===== config.mk =====
export PLATFORM = sky130hd
export DESIGN_NAME = div_unit
export DESIGN_NICKNAME = d
export VERILOG_FILES = /design/src/rtl/div_unit_pkg.sv /design/src/rtl/div_unit.sv
export SDC_FILE = /design/constraint.sdc
export NUM_CORES = 1
export LEC_CHECK = 0
export ABC_AREA = 1
export BUFFER_PORTS_ARGS = -buffer_cell sky130_fd_sc_hd__buf_4
export CELL_PAD_IN_SITES_DETAIL_PLACEMENT = 1
export CELL_PAD_IN_SITES_GLOBAL_PLACEMENT = 1
export CORE_MARGIN = 5
export CORE_UTILIZATION = 42
export DETAILED_ROUTE_END_ITERATION = 10
export PLACE_DENSITY = 0.92
export SYNTH_ARGS = -nofsm -noshare
export SYNTH_HDL_FRONTEND = slang
export SYNTH_SLANG_ARGS = --single-unit

===== constraint.sdc =====
create_clock -name clk -period 4.2 [get_ports clk]
set_input_delay 0.42 -clock clk [delete_from_list [all_inputs] [get_ports clk]]
set_output_delay 0.42 -clock clk [all_outputs]
set_load 0.02 [all_outputs]

===== src/rtl/div_unit_pkg.sv =====
// Shared CPU definitions for the iterative divider: state encoding and iteration count.
package div_unit_pkg;

    typedef enum logic [1:0] {
        DIV_IDLE = 2'd0,
        DIV_RUN  = 2'd1,
        DIV_DONE = 2'd2
    } div_state_t;

    localparam int unsigned DIV_ITERATIONS = 32;
    localparam int unsigned DIV_CNT_W      = 6;

endpackage


===== src/rtl/div_unit.sv =====
// DIV/DIVU execution unit: restoring radix-2 divider, one quotient bit per cycle.
// Operands are captured as magnitudes (signed) or raw values (unsigned); the
// result signs are applied when the final iteration retires into DONE.
module div_unit
    import div_unit_pkg::*;
(
    input  logic        clk,
    input  logic        rst,
    input  logic        start,
    input  logic        is_signed,
    input  logic [31:0] dividend,
    input  logic [31:0] divisor,
    input  logic        cancel,
    input  logic        advance,
    output logic        busy,
    output logic        done,
    output logic [31:0] quotient,
    output logic [31:0] remainder
);

    localparam logic [DIV_CNT_W-1:0] LAST_CNT = DIV_CNT_W'(DIV_ITERATIONS - 1);

    div_state_t            r_state;
    div_state_t            w_state_next;
    logic [DIV_CNT_W-1:0]  r_cnt;
    logic [63:0]           r_pr;
    logic [31:0]           r_dvsr;
    logic                  r_neg_q;
    logic                  r_neg_r;
    logic [31:0]           r_quot;
    logic [31:0]           r_rem;

    logic                  w_last;
    logic [31:0]           w_dvd_mag;
    logic [31:0]           w_dvs_mag;
    logic [32:0]           w_hi;
    logic                  w_fits;
    logic [31:0]           w_sub;
    logic [63:0]           w_pr_next;
    logic [31:0]           w_q_fix;
    logic [31:0]           w_r_fix;

    assign w_last    = (r_cnt == LAST_CNT);
    assign w_dvd_mag = (is_signed && dividend[31]) ? (~dividend + 32'd1) : dividend;
    assign w_dvs_mag = (is_signed && divisor[31])  ? (~divisor + 32'd1)  : divisor;

    // The shifted-out bit 63 is kept as bit 32 of the trial value, so a
    // remainder near 2^32 still compares correctly against a large divisor.
    assign w_hi      = r_pr[63:31];
    assign w_fits    = (w_hi >= {1'b0, r_dvsr});
    assign w_sub     = r_pr[62:31] - r_dvsr;
    assign w_pr_next = w_fits ? {w_sub, r_pr[30:0], 1'b1} : {r_pr[62:0], 1'b0};

    assign w_q_fix   = r_neg_q ? (~w_pr_next[31:0] + 32'd1)  : w_pr_next[31:0];
    assign w_r_fix   = r_neg_r ? (~w_pr_next[63:32] + 32'd1) : w_pr_next[63:32];

    assign busy      = !rst && !cancel &&
                       (((r_state == DIV_IDLE) && start) || (r_state == DIV_RUN));
    assign done      = (r_state == DIV_DONE);
    assign quotient  = r_quot;
    assign remainder = r_rem;

    // Next-state selection; cancel overrides everything, DONE ignores start.
    always_comb begin
        w_state_next = r_state;
        if (cancel) begin
            w_state_next = DIV_IDLE;
        end else begin
            case (r_state)
                DIV_IDLE: if (start)   w_state_next = DIV_RUN;
                DIV_RUN:  if (w_last)  w_state_next = DIV_DONE;
                DIV_DONE: if (advance) w_state_next = DIV_IDLE;
                default:               w_state_next = DIV_IDLE;
            endcase
        end
    end

    // State register.
    always_ff @(posedge clk) begin
        if (rst) r_state <= DIV_IDLE;
        else     r_state <= w_state_next;
    end

    // Operand capture, iteration datapath and sign-corrected result registers.
    always_ff @(posedge clk) begin
        if (rst) begin
            r_cnt   <= '0;
            r_pr    <= '0;
            r_dvsr  <= '0;
            r_neg_q <= 1'b0;
            r_neg_r <= 1'b0;
            r_quot  <= '0;
            r_rem   <= '0;
        end else if (!cancel) begin
            case (r_state)
                DIV_IDLE: begin
                    if (start) begin
                        r_cnt   <= '0;
                        r_pr    <= {32'd0, w_dvd_mag};
                        r_dvsr  <= w_dvs_mag;
                        r_neg_q <= is_signed && (dividend[31] ^ divisor[31]);
                        r_neg_r <= is_signed && dividend[31];
                    end
                end
                DIV_RUN: begin
                    r_pr  <= w_pr_next;
                    r_cnt <= r_cnt + 1'b1;
                    if (w_last) begin
                        r_quot <= w_q_fix;
                        r_rem  <= w_r_fix;
                    end
                end
                default: ;
            endcase
        end
    end

endmodule


Word-level counts from Yosys, hierarchy flattened
Cells that the tools add are included.
{"block": "word_totals", "out_inout_bits": 66, "in_bits": 70, "regBits": 170, "word_cells": 56}
{"block": "op_classes", "add_sub_neg": 6, "mux": 13, "bitwise_logic": 6, "n_lt_le_gt_ge": 1, "n_eq_ne": 6, "reduce_logical": 16}
{"operator": "$add 32x1->32 const B", "count": 4}
{"operator": "$mux 32", "count": 4}
{"operator": "$mux 64", "count": 2}
{"operator": "$not 32->32", "count": 4}
{"operator": "$pmux 64 s2", "count": 1}
{"operator": "$ge 33x32->1", "count": 1}
{"operator": "$sub 32x32->32", "count": 1}
{"operator": "$pmux 6 s2", "count": 1}
{"operator": "$reduce_and 3->1", "count": 4}
{"operator": "$add 6x1->6 const B", "count": 1}
{"operator": "$eq 6x5->1 const B", "count": 1}
{"operator": "$logic_and 1x1->1", "count": 6}
{"operator": "$mux 2", "count": 3}
{"operator": "$mux 6", "count": 1}
{"operator": "$ne 2x2->1 const B", "count": 3}
{"operator": "$pmux 2 s3", "count": 1}
{"operator": "$eq 2x1->1 const B", "count": 1}
{"operator": "$eq 2x2->1 const B", "count": 1}
{"operator": "$logic_not 1->1", "count": 2}
{"operator": "$logic_not 2->1", "count": 1}
{"operator": "$reduce_bool 2->1", "count": 1}
{"operator": "$reduce_or 2->1", "count": 1}
{"operator": "$logic_or 1x1->1", "count": 1}
{"operator": "$not 1->1", "count": 1}
{"operator": "$xor 1x1->1", "count": 1}

Longest topological paths before layout
Gate-level depths: netlist of run 1.
{"block": "logic_depth", "word_depth": 5, "depth_mapped": 29, "depth_no_buf": 28}

Worst setup path before layout of run 1
No wires, ideal clock.
{"block": "synth_path", "path_kind": "register -> register", "start": "register r_pr[39]", "end": "register r_quot[30] (netlist: quotient[30])", "required_ps": 4085, "path_stages_with_launch": 29, "t_arrival_ps": 3485, "slack_ps": 599, "period_less_slack_ps": 3601, "n_path_buf": 1, "cell_sequence": "dfxtp_1 ha_1 nand2_2 inv_1 nand2_1 nand2_1 inv_1 nand3_2 nand2_2 nand2_2 nand2_4 nand2_4 inv_2 buf_2 ha_1 nand3_1 nor2_1 nand3_1 nor3_1 nand2_1 nor2_1 nand3_1 nand2_1 o21ai_0 a21oi_1 o21ai_0 xor2_1 o21ai_0 inv_1"}
{"block": "synth_via", "elab_chain_len": 5}
{"element": "start, declared", "line_no": "div_unit.sv:26", "text": "logic [63:0] r_pr;"}
{"element": "start signal, assigned", "line_no": "div_unit.sv:99", "text": "r_pr <= {32'd0, w_dvd_mag};"}
{"element": "start signal, assigned", "line_no": "div_unit.sv:106", "text": "r_pr <= w_pr_next;"}
{"element": "$ge 33x32->1", "line_no": "div_unit.sv:50", "text": "assign w_fits = (w_hi >= {1'b0, r_dvsr});"}
{"element": "$mux 64", "line_no": "div_unit.sv:52", "text": "assign w_pr_next = w_fits ? {w_sub, r_pr[30:0], 1'b1} : {r_pr[62:0], 1'b0};"}
{"element": "$not 32->32", "line_no": "div_unit.sv:54", "text": "assign w_q_fix = r_neg_q ? (~w_pr_next[31:0] + 32'd1) : w_pr_next[31:0];"}
{"element": "$add 32x1->32", "line_no": "div_unit.sv:54"}
{"element": "$mux 32", "line_no": "div_unit.sv:54"}
{"element": "end signal, assigned", "line_no": "div_unit.sv:109", "text": "r_quot <= w_q_fix;"}
{"element": "end, declared", "line_no": "div_unit.sv:30", "text": "logic [31:0] r_quot;"}
No other way between the ends.
A chain may end at the register's enable or synchronous reset.

Final worst setup path of run 1
{"block": "layout_path", "start": "register r_dvsr[14]", "end": "register r_quot[30] (netlist: quotient[30])"}
{"block": "layout_via", "elab_chain_len": 5}
{"element": "start, declared", "line_no": "div_unit.sv:27", "text": "logic [31:0] r_dvsr;"}
{"element": "start signal, assigned", "line_no": "div_unit.sv:100", "text": "r_dvsr <= w_dvs_mag;"}
{"element": "$ge 33x32->1", "line_no": "div_unit.sv:50"}
{"element": "$mux 64", "line_no": "div_unit.sv:52"}
{"element": "$not 32->32", "line_no": "div_unit.sv:54"}
{"element": "$add 32x1->32", "line_no": "div_unit.sv:54"}
{"element": "$mux 32", "line_no": "div_unit.sv:54"}
No other way between the ends.

==> results of run 1 <==
power by group through the flow:
stage          Sequential [uW]  Clock [uW]  Combinational (uW)
2_1_floorplan             1720           0                 829
3_3_place_gp              1740           0                1180
3_5_place_dp              1740           0                1220
4_1_cts                   1710        1580                1240
5_1_grt                   1720        1640                1400
6_report                  1710        1560                1270
flip-flops by register name (all words and copies together), names as in the netlist:
register	cells
r_pr	64
quotient	32
r_dvsr	32
remainder	32
r_cnt	6
r_state	2
r_neg_q	1
r_neg_r	1
cells by family after synthesis:
logic type | count (synthesis)
adder cells (fa/ha/maj) | 38
XOR/XNOR | 79
buffers and inverters | 350
AND/OR/NAND/NOR | 987
AO/OA/AOI/OAI | 407
flip-flops | 170
layout make-up:
class,instances,area (um2),area share (%)
clock inverter,9,90.1,0.626
antenna,1,2.50,0.0174
sequential,170,3400,23.6
clock buffer,23,468,3.25
tap,390,488,3.39
timing repair buffer,158,1190,8.26
multi-input combinational,1511,7730,53.7
inverter,273,1020,7.12
synth_stat cells (2+ instances only):
cell / instances / area [um2]
o21ai_0: 134 / 671
buf_1: 7 / 26.3
a221oi_1: 3 / 26.3
nor2_2: 15 / 93.8
o41ai_1: 2 / 17.5
nor4_1: 6 / 37.5
o211ai_1: 31 / 233
nand3_1: 108 / 541
a31oi_1: 9 / 56.3
nor2_4: 6 / 67.6
xnor2_1: 16 / 140
inv_2: 7 / 26.3
nor2_1: 222 / 833
nand3b_1: 6 / 45.0
ha_1: 37 / 463
a21oi_1: 190 / 951
xor2_1: 63 / 552
inv_1: 261 / 980
buf_12: 2 / 40.0
nand2_2: 26 / 163
o21ai_1: 8 / 40.0
dfxtp_1: 170 / 3400
nand3_2: 10 / 100
o21bai_1: 7 / 52.6
o21ai_2: 3 / 26.3
o31ai_1: 6 / 45.0
nand2_1: 522 / 1960
clkbuf_1: 58 / 218
nand2_4: 5 / 56.3
a211oi_1: 3 / 22.5
and2_1: 2 / 12.5
nand4_1: 25 / 156
nor3_1: 26 / 130
o221ai_1: 8 / 70.1
buf_6: 5 / 56.3
or2_2: 4 / 25.0
clkinv_1: 5 / 18.8
buf_2: 5 / 25.0
per-stage QoR:
| stage | total power, uW | hold slack [ns] | setup TNS (ns) | setup slack (ns) |
|---|---|---|---|---|
| floorplan | 2550 | 0.448 | 0 | 0.599 |
| CTS | 4520 | 0.228 | 0 | 0.0821 |
| global route | 4750 | 0.252 | -0.0251 | -0.0251 |
| finish | 4540 | 0.236 | 0 | 0.243 |
| global placement | 2920 | 0.461 | 0 | 0.327 |
| detailed placement | 2960 | 0.481 | 0 | 0.204 |
worst max-delay path, stage by stage, from the launching register on:
cell      delay, ns
dfxtp_1        0.36
inv_1          0.06
ha_2           0.31
nand2_1        0.09
nand2_1        0.07
nand2_1        0.06
nand2_1        0.12
o21bai_2       0.26
inv_2          0.08
nand2_2        0.08
nand2_4        0.07
nand2_4        0.05
inv_2          0.07
ha_1           0.17
nand3_1        0.13
nor2_2         0.14
nand3_2        0.11
nor3_4         0.21
nand2_1        0.14
nor2_2         0.17
nand3_1        0.10
nand2_1        0.10
o21ai_0        0.14
a21oi_1        0.22
o21ai_0        0.15
xor2_1         0.16
o21ai_0        0.16
inv_1          0.06
final timing paths:
kind                            slack [ns]       start            to
worst min-delay path                  0.24     advance    r_state[1]
worst min register to register        0.49    r_pr[41]      r_pr[41]
worst max-delay path                  0.24  r_dvsr[14]  quotient[30]
worst max register to register        0.24  r_dvsr[14]  quotient[30]
repair_timing:
action                                  CTS  global route
endpoints found under the setup margin    0            11
resized for setup                         0            11
setup buffers                             0             1
layout by cell type (no fill, tap or decap), types with 3 or more instances in the layout:
cell type,count
o221ai_1,8
clkbuf_16,17
ha_2,3
nand2_2,27
o211ai_1,31
nand3_2,11
nand3_1,107
a21oi_1,190
nand2_1,521
nor2_2,18
nor4_1,6
clkinv_1,6
xor2_1,63
a221oi_1,3
or2_2,4
a31oi_1,9
a211oi_1,3
inv_2,7
nand2_4,5
ha_1,34
o21ai_2,3
inv_1,260
buf_4,157
nor2_1,216
o31ai_1,6
nand4_1,25
o21ai_1,8
nand3b_1,6
clkbuf_1,4
o21bai_1,7
xnor2_1,16
nor2_4,9
dfxtp_1,170
nor3_1,25
o21ai_0,134
metal layers:
metal  track usage [%]  vias to the layer above  wire (um)
li1                  -                     6750          -
met3              4.44                       91       2670
met4              10.2                        0       1730
met2              48.5                      423      22700
met5                 0                        -          0
met1              38.1                     6891      21700
==> metrics.txt, run 1 <==
status complete, no violations; flops & latches, synth 170; DR pass1 iterations 5; via count 14200; cells after synthesis 2031; Final Hold Fails 0; WP data required between 4 and 5 ns; NetSw roughly 1600 uW; Filler Cell Count about 4100; WHS Path Cells 4; initial antenna violation count 0; syn_nets around 2100; Post-DRT Antenna Nets 0; Sinks on Clock Net 170; placed cell areas roughly 0.014 mm2; Worst-path clk slew approximately 0.070 ns; Num CTS Buffers 17; DIE HEIGHT between 150 and 200 um; Post-Synth XOR/XNOR Area around 5.5%; CTS tree done; max-cap viol count 0; design internal power 2910 uW; Compound-Gate Fraction of Synth Area 17.9%; wire length per cell between 15 and 20 um; adder-cell share of the synthesized area 3.87%; Starting Density around 42%; Die Span X 182 um; hold_buf cts 0; post-synth cell types 46; Post-Syn Area per Cell a little over 6 um2; Top FF cell, synth dfxtp_1; iteration-0 DRC count of the detailed router around 950; Tmin final 3.96 ns; worst-path fanout max 5; utilization after layout 48.8%; sw frac 35.9%; dpl hpwl 37700 um; num rows 63; number of global-route vias before repair 14700; Ys Warns 0; global route total overflow 0; simple-gate portion of the synthesized area about a third; Max clock buf depth 2; area of the mapped netlist about 0.012 mm2; CP Data Arrival Time about 4.3 ns; Leakage Power about 0.0071 uW; Die Area approximately 0.033 mm2; PD cells around 320 mW/mm2; layout cells sized above 1 12.9%; fin cells between 2000 and 3000; Max H-tree Level 4; mux cell area share after synthesis 0%; Final Max Tran Viols 0; clk_lat worst skew about 0.45 ns; gpl congestion a little under 1; Setup CP Type flop to flop; clock root cell clkbuf_16; core region area 0.0295 mm2; R2R depth 27; Slew @ Worst Pin between 1 and 1.5 ns; synthesis-to-finish area growth 15.5%; largest family of logic cells by synthesized area simple AND/OR/NAND/NOR gates; Sequential Power Share 37.7%; sequential-to-total area share from yosys stat between 20% and 30%; clock network power share about a third; Vias/cell between 5 and 6; worst hold path class primary input to flop; largest net degree at the start of global routing about 110; Final setup viols 0; CP Capture Type flop; IO Count ~140; Max IR drop VDD about 0.30 mV; crit share post-route a little over nine tenths; Layout Nets 2239; total track usage 29.0%; Port Buffers approximately 140; Worst slew margin approximately 29%; Gate power share 28.0%; Post-Route Skew ~0.012 ns; ys async rst share 0%; Fmax about 250 MHz; DRC viols 0; placed cell count about 2500; routed wire length 48700 um; design area 0.0144 mm2; Post-synth EDFFs 0; crit start category flop; global-route wire length before repair 78400 um
Note: power is estimated with default switching activity, not from simulation.
==> inputs of run 2 (changes only) <==
--- a/config.mk
+++ b/config.mk
@@ -10,9 +10,10 @@
 export CELL_PAD_IN_SITES_DETAIL_PLACEMENT = 1
 export CELL_PAD_IN_SITES_GLOBAL_PLACEMENT = 1
 export CORE_MARGIN = 5
-export CORE_UTILIZATION = 42
+export CORE_UTILIZATION = 43
+export CTS_BUF_LIST = sky130_fd_sc_hd__clkbuf_8
 export DETAILED_ROUTE_END_ITERATION = 10
-export PLACE_DENSITY = 0.92
+export PLACE_DENSITY = 0.93
 export SYNTH_ARGS = -nofsm -noshare
 export SYNTH_HDL_FRONTEND = slang
 export SYNTH_SLANG_ARGS = --single-unit
==> metrics.txt, run 2 (same netlist as run 1, synthesis figures left out) <==
status complete, no violations; Gate power share 29.6%; Die Area approximately 0.033 mm2; leading cell type in the layout, fill and taps excluded nand2_1; DIE HEIGHT around 180 um; clk_lat worst skew 0.51 ns; WHS Path Cells 4; crit share post-route between 90% and 100%; antenna cells 0; largest net degree at the start of global routing approximately 110; num rows 62; PD cells about 300 mW/mm2; CP Capture Type flop; sw frac about two fifths; routed wire length between 40000 and 50000 um; clock network power share between 30% and 40%; clock root cell clkbuf_8; total track usage 29.6%; Max H-tree Level 4; Worst-path clk slew between 0.1 and 0.15 ns; Fmax about 250 MHz; number of global-route vias before repair approximately 15000; wire length per cell slightly below 20 um; max reg flops 64; core region area about 0.029 mm2; Worst slew margin ~27%; WP data required approximately 4.6 ns; metal1 wirelength roughly 21000 um; reg2reg end quotient[30]; NetSw 1700 uW; Final setup viols 0; R2R depth 26; CP dominant cell by count nand2_1; worst hold path class primary input to flop; CTS tree done; placed cell count between 2000 and 2500; Leakage Power a little over 0.007 uW; hold_buf cts 0; Vias/cell 5.58; Setup CP Type flop to flop; Post-Route Skew 0.0173 ns; top sig layer met4; CP max stage delay approximately 0.36 ns; WHS Endpoint r_state[1]; Starting Density between 40% and 50%; met2 routed WL between 20000 and 25000 um; via count ~14000; fin cells 2525; Reg with most FFs r_pr; Num CTS Buffers 17; DRC viols 0; R2R Path Start r_dvsr[15]; r2r setup slk ~0.27 ns; DR pass1 iterations 6; Post-DRT Antenna Nets 0; worst-path fanout max 5; Max IR drop VDD 0.143 mV; Final Hold Fails 0; Tmin final a little under 4 ns; synthesis-to-finish area growth 14.0%; design area between 0.01 and 0.015 mm2; crit start category flop; Port Buffers approximately 140; CP max stage cell dfxtp_1; initial antenna violation count 0; design internal power ~2600 uW; Max clock buf depth 2; Sinks on Clock Net 170; Slew @ Worst Pin approximately 1.1 ns; commonest non-fill, non-tap cells in the layout nand2_1, inv_1, nor2_1; Sequential Power Share slightly above 40%; layout cells sized above 1 between 10% and 20%; met3 WL post-DR 2980 um; placed cell areas 0.0138 mm2; global-route wire length before repair between 70000 and 80000 um; Final Max Tran Viols 0; hold path startpoint advance; max-cap viol count 0; global route total overflow 0; CP Data Arrival Time roughly 4.3 ns; IO Count approximately 140; iteration-0 DRC count of the detailed router approximately 1100; Layout Nets between 2000 and 2500; gpl congestion 1.01; Die Span X 180 um; dpl hpwl ~38000 um
-- run 2: cell count changes in the layout (fill, tap and decap cells not counted), moves of 3 or more --
cell,delta
inv_8,+4
clkbuf_8,+15
clkbuf_1,-4
buf_4,-3
clkbuf_16,-17
-- run 2: what timing repair did --
action                     CTS  global route
setup buffers                0             1
gates resized for setup      0            12
setup endpoints to repair    0            18
-- run 2: worst max-delay path by stage --
stage	slack (ns)	start	depth (start not counted)	end
2_1_floorplan	0.60	r_pr[39]	28	quotient[30]
3_3_place_gp	0.22	r_dvsr[29]	21	remainder[30]
3_5_place_dp	0.06	r_dvsr[29]	21	remainder[30]
4_1_cts	0.05	r_dvsr[29]	21	remainder[30]
5_1_grt	-0.04	r_dvsr[8]	28	quotient[30]
6_report	0.27	r_dvsr[15]	26	quotient[30]
-- run 2: through the flow --
| stage | TNS, ns | total power (uW) | hold WS (ns) | utilization, % | worst slack (ns) |
|---|---|---|---|---|---|
| global route | -0.0425 | 4460 | 0.167 | 49.5 | -0.0370 |
| detailed placement | 0 | 2960 | 0.471 | 48.0 | 0.0602 |
| global placement | 0 | 2920 | 0.460 | 48.0 | 0.216 |
| CTS | 0 | 4220 | 0.163 | 49.4 | 0.0458 |
| finish | 0 | 4250 | 0.170 | 49.5 | 0.269 |
| floorplan | 0 | 2550 | 0.448 | - | 0.599 |
-- run 2: per-layer routing --
metal,GRT usage [%],vias to the layer above
li1,-,6730
met1,38.6,6806
met2,48.0,442
met3,5.27,111
met4,13.3,0
met5,0,-
-- run 2: critical path: cells and delay by family (launching register included) --
| kind | cells | cell delay (ns) |
|---|---|---|
| AO/OA/AOI/OAI | 4 | 0.68 |
| XOR/XNOR | 1 | 0.16 |
| adder cells (fa/ha/maj) | 2 | 0.52 |
| buffers and inverters | 3 | 0.19 |
| flip-flops | 1 | 0.36 |
| AND/OR/NAND/NOR | 16 | 1.92 |
-- run 2: final cells by class --
type	instances	area [um2]
Clock buffer	17	234
Clock inverter	15	175
Fill cell	4011	14500
Inverter	273	1020
Multi-Input combinational cell	1511	7720
Sequential cell	170	3400
Tap cell	384	480
Timing Repair Buffer	155	1180
-- run 2: power groups by stage --
stage	registers, uW	clock network, uW	logic (uW)
2_1_floorplan	1720	0	829
3_3_place_gp	1750	0	1180
3_5_place_dp	1750	0	1210
4_1_cts	1710	1280	1220
5_1_grt	1720	1360	1380
6_report	1720	1280	1260
